==> src/rtl/matmul_core.sv <==
// Sequential matrix multiplier: C(MxN) = A(MxK) * B(KxN), one data-memory access per cycle.
// Addresses come from running pointers, so there is no multiplier in the address path.
module matmul_core #(
    parameter int unsigned DATA_W = 8,
    parameter int unsigned ACC_W  = 16,
    parameter int unsigned ADDR_W = 16,
    parameter int unsigned DIM_W  = 8
) (
    input  logic              clk,
    input  logic              rst_n,
    input  logic              start,
    input  logic [DIM_W-1:0]  dim_m,
    input  logic [DIM_W-1:0]  dim_n,
    input  logic [DIM_W-1:0]  dim_k,
    input  logic [ADDR_W-1:0] base_a,
    input  logic [ADDR_W-1:0] base_b,
    input  logic [ADDR_W-1:0] base_c,
    input  logic [DATA_W-1:0] dm_in,
    output logic [ADDR_W-1:0] addr,
    output logic              dm_wr,
    output logic [ACC_W-1:0]  to_mem,
    output logic              busy,
    output logic              done,
    output logic              ovf
);

    typedef enum logic [2:0] {StIdle, StRdA, StRdB, StMac, StWr, StDone} state_t;

    state_t              r_state, w_state_d;
    logic [DIM_W-1:0]    r_dm, w_dm_d, r_dn, w_dn_d, r_dk, w_dk_d;
    logic [DIM_W-1:0]    r_i, w_i_d, r_j, w_j_d, r_k, w_k_d;
    logic [ADDR_W-1:0]   r_base_b, w_base_b_d;
    // a_row = base_a + i*K, a_ptr = a_row + k, b_col = base_b + j, b_ptr = b_col + k*N,
    // c_ptr = base_c + i*N + j
    logic [ADDR_W-1:0]   r_a_row, w_a_row_d, r_a_ptr, w_a_ptr_d;
    logic [ADDR_W-1:0]   r_b_col, w_b_col_d, r_b_ptr, w_b_ptr_d;
    logic [ADDR_W-1:0]   r_c_ptr, w_c_ptr_d;
    logic [ADDR_W-1:0]   r_addr, w_addr_d;
    logic [DATA_W-1:0]   r_a, w_a_d;
    logic [ACC_W-1:0]    r_acc, w_acc_d, r_to_mem, w_to_mem_d;
    logic                r_ovf, w_ovf_d;
    logic [2*DATA_W-1:0] w_prod;
    logic [ACC_W:0]      w_sum;
    logic [ADDR_W-1:0]   w_b_col_inc, w_a_row_next;
    logic                w_k_last, w_j_last, w_i_last;

    assign w_prod       = (2*DATA_W)'(r_a) * (2*DATA_W)'(dm_in);
    // Extra top bit of the sum is the carry out of the accumulator
    assign w_sum        = {1'b0, r_acc} + (ACC_W+1)'(w_prod);
    assign w_b_col_inc  = r_b_col + ADDR_W'(1);
    assign w_a_row_next = r_a_row + ADDR_W'(r_dk);
    assign w_k_last     = (r_k == r_dk - DIM_W'(1));
    assign w_j_last     = (r_j == r_dn - DIM_W'(1));
    assign w_i_last     = (r_i == r_dm - DIM_W'(1));

    // Next-state and datapath updates; addr is loaded with the address of the state being entered
    always_comb begin
        w_state_d  = r_state;
        w_dm_d     = r_dm;
        w_dn_d     = r_dn;
        w_dk_d     = r_dk;
        w_i_d      = r_i;
        w_j_d      = r_j;
        w_k_d      = r_k;
        w_base_b_d = r_base_b;
        w_a_row_d  = r_a_row;
        w_a_ptr_d  = r_a_ptr;
        w_b_col_d  = r_b_col;
        w_b_ptr_d  = r_b_ptr;
        w_c_ptr_d  = r_c_ptr;
        w_addr_d   = r_addr;
        w_a_d      = r_a;
        w_acc_d    = r_acc;
        w_to_mem_d = r_to_mem;
        w_ovf_d    = r_ovf;
        unique case (r_state)
            StIdle: begin
                if (start) begin
                    w_dm_d     = dim_m;
                    w_dn_d     = dim_n;
                    w_dk_d     = dim_k;
                    w_base_b_d = base_b;
                    w_ovf_d    = 1'b0;
                    w_i_d      = '0;
                    w_j_d      = '0;
                    w_k_d      = '0;
                    w_acc_d    = '0;
                    w_a_row_d  = base_a;
                    w_a_ptr_d  = base_a;
                    w_b_col_d  = base_b;
                    w_b_ptr_d  = base_b;
                    w_c_ptr_d  = base_c;
                    if (dim_m == '0 || dim_n == '0 || dim_k == '0) begin
                        w_state_d = StDone;
                    end else begin
                        w_state_d = StRdA;
                        w_addr_d  = base_a;
                    end
                end
            end
            StRdA: begin
                w_state_d = StRdB;
                w_addr_d  = r_b_ptr;
            end
            StRdB: begin
                w_state_d = StMac;
                w_a_d     = dm_in;
            end
            StMac: begin
                w_acc_d = w_sum[ACC_W-1:0];
                if (w_sum[ACC_W]) w_ovf_d = 1'b1;
                if (!w_k_last) begin
                    w_state_d = StRdA;
                    w_k_d     = r_k + DIM_W'(1);
                    w_a_ptr_d = r_a_ptr + ADDR_W'(1);
                    w_b_ptr_d = r_b_ptr + ADDR_W'(r_dn);
                    w_addr_d  = r_a_ptr + ADDR_W'(1);
                end else begin
                    w_state_d  = StWr;
                    w_addr_d   = r_c_ptr;
                    w_to_mem_d = w_sum[ACC_W-1:0];
                end
            end
            StWr: begin
                w_acc_d   = '0;
                w_k_d     = '0;
                w_c_ptr_d = r_c_ptr + ADDR_W'(1);
                if (!w_j_last) begin
                    w_state_d = StRdA;
                    w_j_d     = r_j + DIM_W'(1);
                    w_b_col_d = w_b_col_inc;
                    w_b_ptr_d = w_b_col_inc;
                    w_a_ptr_d = r_a_row;
                    w_addr_d  = r_a_row;
                end else if (!w_i_last) begin
                    w_state_d = StRdA;
                    w_j_d     = '0;
                    w_i_d     = r_i + DIM_W'(1);
                    w_a_row_d = w_a_row_next;
                    w_a_ptr_d = w_a_row_next;
                    w_addr_d  = w_a_row_next;
                    w_b_col_d = r_base_b;
                    w_b_ptr_d = r_base_b;
                end else begin
                    w_state_d = StDone;
                end
            end
            StDone:  w_state_d = StIdle;
            default: w_state_d = StIdle;
        endcase
    end

    // State and datapath registers, all cleared asynchronously by reset
    always_ff @(posedge clk or negedge rst_n) begin
        if (!rst_n) begin
            r_state  <= StIdle;
            r_dm     <= '0;
            r_dn     <= '0;
            r_dk     <= '0;
            r_i      <= '0;
            r_j      <= '0;
            r_k      <= '0;
            r_base_b <= '0;
            r_a_row  <= '0;
            r_a_ptr  <= '0;
            r_b_col  <= '0;
            r_b_ptr  <= '0;
            r_c_ptr  <= '0;
            r_addr   <= '0;
            r_a      <= '0;
            r_acc    <= '0;
            r_to_mem <= '0;
            r_ovf    <= 1'b0;
        end else begin
            r_state  <= w_state_d;
            r_dm     <= w_dm_d;
            r_dn     <= w_dn_d;
            r_dk     <= w_dk_d;
            r_i      <= w_i_d;
            r_j      <= w_j_d;
            r_k      <= w_k_d;
            r_base_b <= w_base_b_d;
            r_a_row  <= w_a_row_d;
            r_a_ptr  <= w_a_ptr_d;
            r_b_col  <= w_b_col_d;
            r_b_ptr  <= w_b_ptr_d;
            r_c_ptr  <= w_c_ptr_d;
            r_addr   <= w_addr_d;
            r_a      <= w_a_d;
            r_acc    <= w_acc_d;
            r_to_mem <= w_to_mem_d;
            r_ovf    <= w_ovf_d;
        end
    end

    assign addr   = r_addr;
    assign to_mem = r_to_mem;
    assign ovf    = r_ovf;
    assign dm_wr  = (r_state == StWr);
    assign busy   = (r_state != StIdle);
    assign done   = (r_state == StDone);

endmodule

==> config.mk <==
export PLATFORM = sky130hd
export DESIGN_NAME = matmul_core
export DESIGN_NICKNAME = d
export VERILOG_FILES = /design/src/rtl/matmul_core.sv
export SDC_FILE = /design/constraint.sdc
export NUM_CORES = 1
export LEC_CHECK = 0
export CAP_MARGIN = 20
export CORE_MARGIN = 2
export CORE_UTILIZATION = 54
export DETAILED_ROUTE_END_ITERATION = 7
export GPL_ROUTABILITY_DRIVEN = 0
export PLACE_DENSITY_LB_ADDON = 0.1
export SETUP_SLACK_MARGIN = 0.3
export SLEW_MARGIN = 25
export SYNTH_ARGS = -nofsm -noshare
export SYNTH_HDL_FRONTEND = slang
export SYNTH_SLANG_ARGS = --single-unit
==> constraint.sdc <==
create_clock -name clk -period 4.5 [get_ports clk]
set_input_delay 1.125 -clock clk [delete_from_list [all_inputs] [get_ports clk]]
set_output_delay 1.125 -clock clk [all_outputs]
set_load 0.05 [all_outputs]
* Word-level counts from Yosys, hierarchy flattened
Cells that the tools add are included.
Word-level totals: flip-flop bits (word level) 204, output and inout bits 36
Operators by class: $add $sub $neg 12, multipliers 1, equality and inequality tests 15, multiplexer cells 39, reduce and logical (&&, ||, !) cells 21
Operators with widths (number):
- 16-bit two-way mux | 14
- 16-bit case mux with 3 select lines | 3
- 16-bit case mux with 2 select lines | 3
- 16-bit case mux with 4 select lines | 1
- 16-bit by 1-bit adder with 16-bit output, second input constant | 3
- 8-bit two-way mux | 6
- 16-bit by 8-bit adder with 16-bit output | 2
- 8-bit case mux with 2 select lines | 2
- 8-bit by 1-bit adder with 8-bit output, second input constant | 3
- 8-bit == test | 3
- 8-bit logical NOT | 3
- 8-bit case mux with 3 select lines | 1
- 8-bit by 1-bit subtractor with 8-bit output, second input constant | 3
- 16-bit by 16-bit adder with 17-bit output | 1
- 8-bit by 8-bit multiplier with 16-bit output | 1
- 3-bit two-way mux | 5
- 3-bit case mux with 5 select lines | 1
- 4-bit AND reduction | 3
- 2-bit inequality test, second input constant | 5
- 3-bit AND reduction | 3
- 2-bit AND reduction | 4
- 3-bit by 2-bit == test with 1-bit output, second input constant | 2
- 3-bit == test, second input constant | 2
- 3-bit nonzero test | 2
- 9 further kinds | 12

* Depth between registers and ports, before layout
Gate-level depths: netlist of the first run.
depth in word-level cells 6, depth in mapped cells 18

* Worst setup path before layout of the first run
OpenSTA, ideal clock, no wires.
kind in2reg, start in dm_in[1], end reg r_to_mem[14], in the netlist to_mem[14], setup time 125 ps, arrival time 5061 ps, required time 4375 ps, path slack -685 ps, stages 16, path buffers 1, path through clkbuf_1 > nand2_1 > fa_1 > inv_1 > fa_1 > inv_1 > fa_1 > fa_1 > inv_1 > ha_1 > inv_1 > o211ai_1 > nand3_1 > and3_1 > or3_1 > mux2_2
Between the ends: word-level cells in the longest chain between the ends 2
Ends and longest elaborated chain:
- from (decl) | line 18 | input logic [DATA_W-1:0] dm_in,
- 8-bit by 8-bit multiplier with 16-bit output | line 47 | assign w_prod = (2*DATA_W)'(r_a) * (2*DATA_W)'(dm_in);
- 16-bit by 16-bit adder with 17-bit output | line 49 | assign w_sum = {1'b0, r_acc} + (ACC_W+1)'(w_prod);
- to (signal assigned) | line 191 | r_to_mem <= w_to_mem_d;
- to (decl) | line 40 | logic [ACC_W-1:0] r_acc, w_acc_d, r_to_mem, w_to_mem_d;
No other way between the ends. A chain may end at the register's enable or synchronous reset.

* Worst setup path after layout of the first run
start in dm_in[6], end reg r_to_mem[14], in the netlist to_mem[14]
Same word-level chain as after synthesis.

==> qor.yml, run 1 <==
fmax_mhz: 213.6
synth.avg_cell_area_um2: 8.737
synth_flop_cell: "dfrtp_1"
die_h_um: 171.6
cts.sinks: 204
status: "finished, violations left"
violations: "setup timing"
cts_tree: "built"
r2r_start: "r_a[3]$_DFFE_PN0P_"
synth_top_family_by_area: "simple AND/OR/NAND/NOR gates"
synth_top_area_share_pct: 33.67
cts-root-buf: "clkbuf_16"
grt_max_degree: 110
crit_type: "input pin to flip-flop"
io_pins: 119
maxSlewHeadroom_pct: 34.80
synth_area_mm2: 0.01516
finish.utilization_pct: 65.93
startpoint_type: "input pin"
syn_to_final_growth_pct: 20.49
synth_cell_type_count: 83
synth_edf_count: 0
vias: 13950
required_ps: 4920
via_per_inst: 6.161
port_buffers: 118
cap_violations: 0
grt_pass1_wl_mm: 72.73
hold_class: "flip-flop to flip-flop"
arrival_ps: 5100
crit_path_end_kind: "flip-flop"
ys_async_sr_fraction_pct: 100.0
cts_max_path_buffers: 3
finalCritPeriodShare_pct: 104.0
drv_slew: 0
routed_wl_mm: 45.90
numCtsBuffers: 25
drive_above_1_share_pct: 13.57
path_cells: "buf_6, buf_6, and2_4, fa_1, fa_1, fa_1, inv_2, fa_1, inv_2, ha_4, a21oi_4, o211ai_1, nand3_4, buf_6, a21oi_2, or3_1, mux2_4"
synth_commonest_cells: "279 x nand2_1, 204 x dfrtp_1, 130 x inv_1"
layout.cells.non_filler: 2264
postCtsHoldBufs: 0
stdcell_area_mm2: 0.01827
finalSetupViolCount: 7
num_antenna_cells: 0
synthSimpleGateAreaFrac_pct: 19.49
synth.most_common_cell: "nand2_1"
grt_pass1_vias: 13660
multi_input_area_mm2: 0.009523
crit_family: "adder cells"
clkSlewWorstSetupHoldPaths_ps: 60
ys_warn_count: 0
yosysSeqAreaShare_pct: 33.67
fp-row-count: 61
crit_top_cell: "fa_1"
synthAdderAreaFrac_pct: 12.03
hold_violations: 0
timing.hold.ws_ps: 472.8
synth_compound_area_share_pct: 18.62
initial_core_util_pct: 54.72
place_hpwl_mm: 33.07
crit_slowest_cell: "fa_1"
fillers: 2233
timing.final.ws_setup_ps: -181.1
clock_skew_ps: 14.64
first_pass_iters: 7
die_area_mm2: 0.02943
nets: 2068
synth_xor_area_share_pct: 4.275
ys_seq_elements: 204
max_stage_delay_ps: 530
regArea_mm2: 0.005106
cp_max_fo: 5
wl_per_cell_um: 20.27
yosys.area.top_type: "dfrtp_1"
netlist_top_cells_area: "dfrtp_1 34%, fa_1 7.0%, nand2_1 6.9%"
antenna_found_initial: 0
startpoint: "dm_in[6]"
tightest_slew_ps: 978.0
core_area_mm2: 0.02771
syn-num-nets: 1932
min_from: "to_mem[3]$_DFFE_PN0P_"
clk_latency_ps: 530
antenna_left: 0
grtUsageTotal_pct: 31.46
drc: 0
cts_max_level: 1
path_buf_inv: 5
placed_area_mm2: 0.01722
rsz0062_at_grt: "true"
dp_cells: 2215
synthMuxAreaShare_pct: 5.976
period_minus_slack_ps: 4681
overflow: 0
fp.dieW_um: 171.6
initialDrtViolationCount: 1144
syn_inst: 1735
final timing paths:
path	end	slack, ps	depth (start not counted)
max in group asynchronous	r_b_col[4]$_DFFE_PN0P_	2700	2
max reg2reg	to_mem[14]$_DFFE_PN0P_	-100	18
min	to_mem[3]$_DFFE_PN0P_	470	2
min in group asynchronous	to_mem[3]$_DFFE_PN0P_	690	1
max	to_mem[14]$_DFFE_PN0P_	-180	17
min reg2reg	to_mem[3]$_DFFE_PN0P_	470	2
repair_timing:
| item | in CTS | in global routing |
|---|---|---|
| endpoints found under the setup margin | 23 | 16 |
| resized for setup | 95 | 20 |
| setup buffers | 4 | 3 |
| pin swaps | 48 | 28 |
cell families (layout without fill, tap and decap cells):
group,count (synthesis),after routing
buffers and inverters,231,382
multiplexers,85,85
adder cells (fa/ha/maj),114,114
XOR/XNOR,74,74
AO/OA/AOI/OAI,418,418
flip-flops,204,204
AND/OR/NAND/NOR,609,609
flip-flops by register name (all words and copies together), names as in the netlist, 16 cells and up:
register  cells
r_acc        16
r_a_row      16
addr         16
r_base_b     16
r_b_ptr      16
to_mem       16
r_a_ptr      16
r_b_col      16
r_c_ptr      16
worst min-delay path, delay by kind of cell, from the launching register on:
kind	cells	cell delay, ps
flops	1	340
simple gates	2	100
cell type report:
type	count	area share, %
flip-flops and latches	204	27.95
multi-input cells	1300	52.13
clock buffers	34	3.774
inverters	132	2.713
clock inverters	8	0.2329
repair buffers	208	10.60
well taps	378	2.589
metal layers:
metal	vias up	GRT usage, %	part of all wire [%]
met5	-	0	0
met4	0	13.74	4.5
met3	146	4.395	6.9
met2	596	53.55	48
met1	6755	40.04	40
li1	6452	-	-
placed cells by master, fill, tap and decap left out, types with 28 or more instances in the layout:
master | synthesis | final
buf_4 | 3 | 79
nand4_1 | 32 | 32
inv_1 | 130 | 116
nor2_1 | 78 | 77
and2_1 | 40 | 36
mux2i_1 | 41 | 41
xnor2_1 | 45 | 41
o21ai_0 | 99 | 95
xor2_1 | 29 | 28
mux2_2 | 32 | 29
ha_1 | 61 | 53
dfrtp_1 | 204 | 203
a31oi_1 | 35 | 35
nand3_1 | 46 | 44
clkdlybuf4s50_1 | 0 | 108
a21oi_1 | 76 | 69
nand2_1 | 279 | 265
fa_1 | 53 | 47
metrics by stage:
stage,setup TNS [ps],setup slack (ps)
6_report,-793.8,-181.1
5_1_grt,-2009,-294.9
4_1_cts,-1061,-228.2
3_5_place_dp,-20120,-1261
3_3_place_gp,-18710,-1197
2_1_floorplan,-2830,-405.2
Power of run 1 is not shown: default switching activity piles up to over one toggle a cycle in this logic, so the estimate is an artifact.
==> run 2: changes to the inputs <==
--- a/config.mk
+++ b/config.mk
@@ -16,3 +16,4 @@
 export SYNTH_ARGS = -nofsm -noshare
 export SYNTH_HDL_FRONTEND = slang
 export SYNTH_SLANG_ARGS = --single-unit
+export TNS_END_PERCENT = 100
==> results of run 2 <==
Final layout, timing and power as in run 1 (identical DEF).
Power of run 2 is left out for the same reason.
